<file path="src/rtl/lsu_align_if.sv">
// -----------------------------------------------------------------------------
// lsu_align_if
//
// Bundles the CPU-side request/response handshake and the L1 cache port of
// the load/store alignment unit.
//
//   slave  modport : the alignment unit (takes requests, drives the cache port)
//   master modport : the environment (CPU datapath + cache)
//
// Signals
//   req_valid/req_ready           request handshake
//   req_store, req_funct3         operation: store flag, RV funct3 (size, unsigned)
//   req_addr, req_wdata           byte address, right-justified store data
//   resp_valid/resp_err           one-cycle completion pulse, error flag
//   resp_rdata                    extended load data
//   mem_read/mem_write            cache request, held until mem_resp
//   mem_address                   bus-word-aligned address
//   mem_byte_enable, mem_wdata    active lanes, lane-shifted store data
//   mem_rdata, mem_resp           cache read data and completion
// -----------------------------------------------------------------------------
interface lsu_align_if #(
    parameter int XLEN = 32
) ();
    logic                  req_valid;
    logic                  req_ready;
    logic                  req_store;
    logic [2:0]            req_funct3;
    logic [31:0]           req_addr;
    logic [XLEN-1:0]       req_wdata;

    logic                  resp_valid;
    logic                  resp_err;
    logic [XLEN-1:0]       resp_rdata;

    logic                  mem_read;
    logic                  mem_write;
    logic [31:0]           mem_address;
    logic [XLEN/8-1:0]     mem_byte_enable;
    logic [XLEN-1:0]       mem_wdata;
    logic [XLEN-1:0]       mem_rdata;
    logic                  mem_resp;

    modport slave (
        input  req_valid, req_store, req_funct3, req_addr, req_wdata,
        output req_ready, resp_valid, resp_err, resp_rdata,
        output mem_read, mem_write, mem_address, mem_byte_enable, mem_wdata,
        input  mem_rdata, mem_resp
    );

    modport master (
        output req_valid, req_store, req_funct3, req_addr, req_wdata,
        input  req_ready, resp_valid, resp_err, resp_rdata,
        input  mem_read, mem_write, mem_address, mem_byte_enable, mem_wdata,
        output mem_rdata, mem_resp
    );
endinterface

</file>
<file path="src/rtl/lsu_align.sv">
// -----------------------------------------------------------------------------
// lsu_align
//
// Load/store alignment unit between the CPU datapath and the L1 cache port.
// Accepts one B/H/W(/D) access per request, generates byte enables and
// lane-shifted store data, extracts and sign/zero-extends load data.
//
// Ports
//   clk   clock, all state updates on the rising edge
//   rst   synchronous active-high reset
//   bus   lsu_align_if.slave (request/response handshake + cache port)
//
// Parameters
//   XLEN  data/bus width, 32 or 64
//
// Build option
//   LSU_MISALIGN_SPLIT_EN  when defined, accesses straddling a bus-word
//                          boundary are split into two back-to-back cache
//                          transactions; when undefined, any access that is
//                          not naturally aligned completes with resp_err.
//
// All outputs decode registered state only; request and cache inputs reach
// the outputs only through a clock edge.
// -----------------------------------------------------------------------------
module lsu_align #(
    parameter int XLEN = 32
) (
    input  logic       clk,
    input  logic       rst,
    lsu_align_if.slave bus
);
    localparam int B   = XLEN / 8;
    localparam int OFS = $clog2(B);
`ifdef LSU_MISALIGN_SPLIT_EN
    localparam int NW  = 2;   // bus words spanned by the lane vectors
`else
    localparam int NW  = 1;
`endif

    typedef enum logic [1:0] {IDLE, ACC0, ACC1, RESP} state_t;

    state_t          state_q, state_d;

    logic            store_q;
    logic [2:0]      funct3_q;
    logic [31:0]     addr_q;
    logic [XLEN-1:0] wdata_q;
    logic            err_q;
    logic [XLEN-1:0] lo_q;
`ifdef LSU_MISALIGN_SPLIT_EN
    logic            split_q;
    logic [XLEN-1:0] hi_q;
`endif

    // ------------------------------------------------------------------
    // Decode of the live request; only consumed in IDLE on accept.
    // ------------------------------------------------------------------
    logic [OFS-1:0] req_off;
    int             req_bytes;
    logic           req_illegal;
    logic           req_split;
    logic           req_err;

    // NOTE: every always_comb output gets a default before any branch, so no
    // path leaves a value unassigned and no latch is inferred.
    always_comb begin
        req_off     = bus.req_addr[OFS-1:0];
        req_bytes   = 1 << bus.req_funct3[1:0];
        req_illegal = (bus.req_funct3 == 3'd7)
                   || (bus.req_store && bus.req_funct3[2])
                   || ((XLEN == 32) && (bus.req_funct3[1:0] == 2'd3));
        req_split   = (int'(req_off) + req_bytes) > B;
`ifdef LSU_MISALIGN_SPLIT_EN
        req_err     = req_illegal;
`else
        // Without splitting, anything not naturally aligned is rejected.
        req_err     = req_illegal || req_split
                   || ((int'(req_off) & (req_bytes - 1)) != 0);
`endif
    end

    // ------------------------------------------------------------------
    // Lane vectors built from the latched request. The vectors span NW
    // bus words; the low word feeds ACC0, the high word ACC1.
    // ------------------------------------------------------------------
    logic [OFS-1:0]     off;
    int                 nbytes;
    logic [31:0]        base_addr;
    logic [NW*B-1:0]    be_vec;
    logic [NW*XLEN-1:0] wd_vec;
    logic [NW*XLEN-1:0] rd_vec;
    logic [XLEN-1:0]    rd_shift;
    logic               sign_bit;
    logic [XLEN-1:0]    load_ext;

    always_comb begin
        off       = addr_q[OFS-1:0];
        nbytes    = 1 << funct3_q[1:0];
        base_addr = {addr_q[31:OFS], {OFS{1'b0}}};

        be_vec = '0;
        for (int i = 0; i < NW*B; i++) begin
            be_vec[i] = (i >= int'(off)) && (i < int'(off) + nbytes);
        end
        wd_vec = (NW*XLEN)'(wdata_q) << {off, 3'b000};

`ifdef LSU_MISALIGN_SPLIT_EN
        rd_vec = {hi_q, lo_q};
`else
        rd_vec = lo_q;
`endif
        rd_shift = XLEN'(rd_vec >> {off, 3'b000});

        case (funct3_q[1:0])
            2'd0:    sign_bit = rd_shift[7];
            2'd1:    sign_bit = rd_shift[15];
            2'd2:    sign_bit = rd_shift[31];
            default: sign_bit = rd_shift[XLEN-1];
        endcase

        // Bits above the access size take the sign for signed loads, else 0.
        for (int i = 0; i < XLEN; i++) begin
            load_ext[i] = (i < 8*nbytes) ? rd_shift[i] : (sign_bit & ~funct3_q[2]);
        end
    end

    // ------------------------------------------------------------------
    // FSM state register
    // ------------------------------------------------------------------
    // NOTE: sequential state uses non-blocking assignments so every register
    // samples its inputs from before the edge, independent of block order.
    always_ff @(posedge clk) begin
        if (rst) state_q <= IDLE;
        else     state_q <= state_d;
    end

    // ------------------------------------------------------------------
    // FSM next state and outputs
    // ------------------------------------------------------------------
    always_comb begin
        state_d             = state_q;
        bus.req_ready       = 1'b0;
        bus.resp_valid      = 1'b0;
        bus.resp_err        = 1'b0;
        bus.resp_rdata      = '0;
        bus.mem_read        = 1'b0;
        bus.mem_write       = 1'b0;
        bus.mem_address     = '0;
        bus.mem_byte_enable = '0;
        bus.mem_wdata       = '0;

        case (state_q)
            IDLE: begin
                bus.req_ready = 1'b1;
                if (bus.req_valid) state_d = req_err ? RESP : ACC0;
            end
            ACC0: begin
                bus.mem_read        = ~store_q;
                bus.mem_write       = store_q;
                bus.mem_address     = base_addr;
                bus.mem_byte_enable = be_vec[B-1:0];
                bus.mem_wdata       = store_q ? wd_vec[XLEN-1:0] : '0;
`ifdef LSU_MISALIGN_SPLIT_EN
                if (bus.mem_resp) state_d = split_q ? ACC1 : RESP;
`else
                if (bus.mem_resp) state_d = RESP;
`endif
            end
`ifdef LSU_MISALIGN_SPLIT_EN
            ACC1: begin
                bus.mem_read        = ~store_q;
                bus.mem_write       = store_q;
                bus.mem_address     = base_addr + 32'(B);   // wraps mod 2^32
                bus.mem_byte_enable = be_vec[2*B-1:B];
                bus.mem_wdata       = store_q ? wd_vec[2*XLEN-1:XLEN] : '0;
                if (bus.mem_resp) state_d = RESP;
            end
`endif
            RESP: begin
                bus.resp_valid = 1'b1;
                bus.resp_err   = err_q;
                if (!err_q && !store_q) bus.resp_rdata = load_ext;
                state_d = IDLE;
            end
            default: state_d = IDLE;
        endcase
    end

    // ------------------------------------------------------------------
    // Request latch and read-data buffers
    // ------------------------------------------------------------------
    // NOTE: the data buffers are plain registers, so they are cleared on reset
    // along with the control state; nothing here is a RAM.
    always_ff @(posedge clk) begin
        if (rst) begin
            store_q  <= 1'b0;
            funct3_q <= '0;
            addr_q   <= '0;
            wdata_q  <= '0;
            err_q    <= 1'b0;
            lo_q     <= '0;
`ifdef LSU_MISALIGN_SPLIT_EN
            split_q  <= 1'b0;
            hi_q     <= '0;
`endif
        end else begin
            if (state_q == IDLE && bus.req_valid) begin
                store_q  <= bus.req_store;
                funct3_q <= bus.req_funct3;
                addr_q   <= bus.req_addr;
                wdata_q  <= bus.req_wdata;
                err_q    <= req_err;
`ifdef LSU_MISALIGN_SPLIT_EN
                split_q  <= req_split;
`endif
            end
            if (state_q == ACC0 && bus.mem_resp) lo_q <= bus.mem_rdata;
`ifdef LSU_MISALIGN_SPLIT_EN
            if (state_q == ACC1 && bus.mem_resp) hi_q <= bus.mem_rdata;
`endif
        end
    end

endmodule

</file>
<file path="src/flat_wrapper.sv">
// flat-port wrapper written by rule: the top's interface ports become plain ports
module lsu_align_flat 
#(
    parameter int XLEN = 32
)
  (clk, rst, bus_req_valid, bus_req_store, bus_req_funct3, bus_req_addr, bus_req_wdata, bus_req_ready, bus_resp_valid, bus_resp_err, bus_resp_rdata, bus_mem_read, bus_mem_write, bus_mem_address, bus_mem_byte_enable, bus_mem_wdata, bus_mem_rdata, bus_mem_resp);
  lsu_align_if #(.XLEN(XLEN)) bus_i ();
  input  logic clk;
  input  logic rst;
  input wire logic [$bits(bus_i.req_valid)-1:0] bus_req_valid;
  input wire logic [$bits(bus_i.req_store)-1:0] bus_req_store;
  input wire logic [$bits(bus_i.req_funct3)-1:0] bus_req_funct3;
  input wire logic [$bits(bus_i.req_addr)-1:0] bus_req_addr;
  input wire logic [$bits(bus_i.req_wdata)-1:0] bus_req_wdata;
  output wire logic [$bits(bus_i.req_ready)-1:0] bus_req_ready;
  output wire logic [$bits(bus_i.resp_valid)-1:0] bus_resp_valid;
  output wire logic [$bits(bus_i.resp_err)-1:0] bus_resp_err;
  output wire logic [$bits(bus_i.resp_rdata)-1:0] bus_resp_rdata;
  output wire logic [$bits(bus_i.mem_read)-1:0] bus_mem_read;
  output wire logic [$bits(bus_i.mem_write)-1:0] bus_mem_write;
  output wire logic [$bits(bus_i.mem_address)-1:0] bus_mem_address;
  output wire logic [$bits(bus_i.mem_byte_enable)-1:0] bus_mem_byte_enable;
  output wire logic [$bits(bus_i.mem_wdata)-1:0] bus_mem_wdata;
  input wire logic [$bits(bus_i.mem_rdata)-1:0] bus_mem_rdata;
  input wire logic [$bits(bus_i.mem_resp)-1:0] bus_mem_resp;
  assign bus_i.req_valid = bus_req_valid;
  assign bus_i.req_store = bus_req_store;
  assign bus_i.req_funct3 = bus_req_funct3;
  assign bus_i.req_addr = bus_req_addr;
  assign bus_i.req_wdata = bus_req_wdata;
  assign bus_req_ready = bus_i.req_ready;
  assign bus_resp_valid = bus_i.resp_valid;
  assign bus_resp_err = bus_i.resp_err;
  assign bus_resp_rdata = bus_i.resp_rdata;
  assign bus_mem_read = bus_i.mem_read;
  assign bus_mem_write = bus_i.mem_write;
  assign bus_mem_address = bus_i.mem_address;
  assign bus_mem_byte_enable = bus_i.mem_byte_enable;
  assign bus_mem_wdata = bus_i.mem_wdata;
  assign bus_i.mem_rdata = bus_mem_rdata;
  assign bus_i.mem_resp = bus_mem_resp;
  lsu_align #(.XLEN(XLEN)) u_core (.clk(clk), .rst(rst), .bus(bus_i));
endmodule
</file>
<file path="config.mk">
export PLATFORM = sky130hd
export DESIGN_NAME = lsu_align_flat
export DESIGN_NICKNAME = d
export VERILOG_FILES = /design/src/rtl/lsu_align_if.sv /design/src/rtl/lsu_align.sv /design/src/flat_wrapper.sv
export SDC_FILE = /design/constraint.sdc
export NUM_CORES = 1
export LEC_CHECK = 0
export CAP_MARGIN = 30
export CORE_ASPECT_RATIO = 0.8
export CORE_MARGIN = 4
export CORE_UTILIZATION = 40
export DETAILED_ROUTE_END_ITERATION = 16
export PLACE_DENSITY_LB_ADDON = 0.15
export RECOVER_POWER = 50
export REMOVE_ABC_BUFFERS = 1
export SETUP_SLACK_MARGIN = 0.5
export SLEW_MARGIN = 20
export SYNTH_ARGS = -nofsm -noshare
export SYNTH_HDL_FRONTEND = slang
export SYNTH_SLANG_ARGS = --single-unit
export TNS_END_PERCENT = 30
</file>
<file path="constraint.sdc">
create_clock -name clk -period 2.2 [get_ports clk]
set_input_delay 0.44 -clock clk [delete_from_list [all_inputs] [get_ports clk]]
set_output_delay 0.44 -clock clk [all_outputs]
set_load 0.1 [all_outputs]
</file>
==> reports/qor.yml <==
status: "finished with violations"
violations: "setup timing"
skew_ns: 0.00712
final_antenna_net_count: 0
cap_violations: 0
yosysUniqueCellTypes: 43
synth_top_area_frac: 0.382
ys_top_cells_by_count: "203 x nand2_1, 111 x a21oi_1, 103 x dfxtp_1"
timing.rr.end: "u_core.wdata_q[14]$_SDFFE_PP0P_"
numPortBuffers: 206
yosys_register_bits: 103
cts_buffers: 9
grt-ovfl-total: 0
avgSynthCellArea_sq_um: 7.48
wire_per_inst_microns: 18.6
dp_hpwl_microns: 13600
cts_tree: "done"
grt_util_all_layers: 0.257
max_freq_mhz: 390
die_x_microns: 138
ys_seq_area_frac: 0.382
setup_tns_ns: -9.68
dieArea_sq_um: 15400
grt_pass1_wl_microns: 31600
worstPathArrival_ns: 2.12
io_pins: 209
post-place-cells: 1096
cp-end-kind: "output pin"
finalCriticalPeriod_ns: 2.56
htreeDepth: 3
min_from: "u_core.addr_q[7]$_SDFFE_PP0P_"
clock_latency_ns: 0.35
cts-root-buf: "clkbuf_16"
area_growth_pct: 90.3
min_to: "u_core.addr_q[7]$_SDFFE_PP0P_"
drt_iter0_markers: 359
grt_max_degree: 52
hp-class: "reg2reg"
path_max_fanout: 3
cp_num_cells: 8
critPathSlowestCell: "fa_2"
syn_area_sq_um: 5390
async_flop_share: 0
cts_buffer_depth: 2
fin_total_pwr_uw: 5390
clkTransAtPathRegs_ns: 0.07
initial_core_util: 0.415
drtPass1Iterations: 6
cts_sinks: 103
slowest_delay_ns: 0.44
num-nets-final: 1064
fin_cells: 1133
r2r-start: "u_core.state_q[0]$_SDFFE_PP0P_"
n_fill_cell: 804
antenna_found_initial: 0
synth_edf_count: 0
maxSlewViolCount: 0
ys_warn_count: 0
fin_ws_ns: -0.363
synth_area_leader_cell: "dfxtp_1"
synthCells: 721
grt_pass1_vias: 6129
yosysMostFrequentCell: "nand2_1"
crit_path_start_kind: "register"
crit_family: "adder cells"
cp_num_buf_inv: 4
crit_type: "reg2out"
r2r_cells: 6
powerDensity_nw_per_um2: 525
crit_path_cell_trace: "nor2_4 > ha_4 > inv_2 > fa_2 > buf_4 > a211oi_2 > buf_4 > buf_12"
path_common_cell: "buf_4"
drc: 0
ir_drop_v: 0.000402
p_leak_uw: 0.00379
vias_per_cell: 5.35
row_count: 37
worst-r2r-setup-slack_ns: 0.16
diodes: 0
hold_viol_final: 0
drive_gt1_frac: 0.336
coreArea_sq_um: 13000
ys_top_cells_by_area: "dfxtp_1 38%, nand2_1 14%, a21oi_1 10%"
whs_path_depth: 2
drt_wl_total_microns: 21000
relSlewSlack: 0.440
gp_congestion: 0.883
setup_viol: 51
worstMarginPinSlew_ns: 0.841
cp.required_ns: 1.76
period_share: 1.16
vias: 6067
synth_flop_cell: "dfxtp_1"
rsz0062_at_grt: "yes"
die_height_microns: 112
-- power by group --
group	switching (uW)	total (uW)	internal, uW
Clock	778	1690	911
Combinational	897	1610	710
Sequential	110	2100	1990
Total	1780	5390	3610
-- worst max-delay path by stage --
stage,startpoint,endpoint
detailed placement,bus_req_funct3[1],u_core.state_q[1]$_SDFFE_PP0P_
global placement,bus_req_funct3[1],u_core.state_q[1]$_SDFFE_PP0P_
finish,u_core.funct3_q[1]$_SDFFE_PP0P_,bus_mem_byte_enable[1]
global route,u_core.funct3_q[1]$_SDFFE_PP0P_,bus_mem_byte_enable[2]
CTS,u_core.funct3_q[1]$_SDFFE_PP0P_,bus_mem_byte_enable[2]
floorplan,u_core.addr_q[0]$_SDFFE_PP0P_,bus_mem_byte_enable[2]
-- per-layer routing --
layer | global-route usage | vias up | routed length [microns]
met5 | 0 | - | 0
met4 | 0.0731 | 0 | 508
met3 | 0.0772 | 46 | 1550
met2 | 0.441 | 222 | 10700
met1 | 0.309 | 2922 | 8260
li1 | - | 2877 | -
-- flip-flops by register name, indices dropped and copies added, names as in the netlist --
signal / count
u_core.addr_q: 32
u_core.err_q: 1
u_core.funct3_q: 3
u_core.lo_q: 32
u_core.state_q: 2
u_core.store_q: 1
u_core.wdata_q: 32
-- worst min-delay path: cells and delay by family, from the launching register on --
kind,cells,cell delay [ns]
and+or+nand+nor,1,0.05
AOI/OAI and AO/OA,1,0.05
DFF,1,0.31
-- timing repair --
item,in CTS,in global routing
hold buffers,0,0
pin swaps,45,39
setup buffers,12,4
resized for setup,136,70
gates cloned,5,0
setup endpoints to repair,105,105
-- kinds of logic (layout without fill, tap and decap cells) --
kind of cell	count (synthesis)	after routing	synth area share
AO/OA/AOI/OAI	179	179	0.200
AND/OR/NAND/NOR	328	328	0.272
multiplexers	34	34	0.0677
other	1	2	0.000695
flip-flops	103	103	0.382
adder cells (fa/ha/maj)	7	7	0.0190
buffers and inverters	69	305	0.0582
-- per-stage QoR --
stage	setup slack, ns	instance area, sq um	utilization	hold slack (ns)
2_1_floorplan	-3.53	5120	-	0.426
3_3_place_gp	-0.265	8870	0.682	0.439
3_5_place_dp	-0.446	8870	0.682	0.442
4_1_cts	-0.402	9930	0.763	0.452
5_1_grt	-0.483	10300	0.789	0.470
6_report	-0.363	10300	0.789	0.451
-- layout make-up --
| cell class | instances | area [sq um] | area share |
|---|---|---|---|
| Clock buffer | 9 | 225 | 0.0219 |
| Clock inverter | 7 | 91.3 | 0.00890 |
| Inverter | 10 | 40.0 | 0.00390 |
| Multi-Input combinational cell | 550 | 3700 | 0.361 |
| Sequential cell | 103 | 2080 | 0.203 |
| Tap cell | 175 | 219 | 0.0213 |
| Timing Repair Buffer | 279 | 3900 | 0.380 |
-- cell usage in the layout (no fill, tap or decap), drive strengths merged, types with 11 or more instances in the layout --
cell type and instances:
a211oi 35, and2 40, dfxtp 103, nor2 48, clkbuf 14, inv 12, a21oi 111, clkdlybuf4s50 98
o21ai 11, nand2 203, mux2i 33, buf 173, nor2b 19
Note: power is estimated with default switching activity, not from simulation.
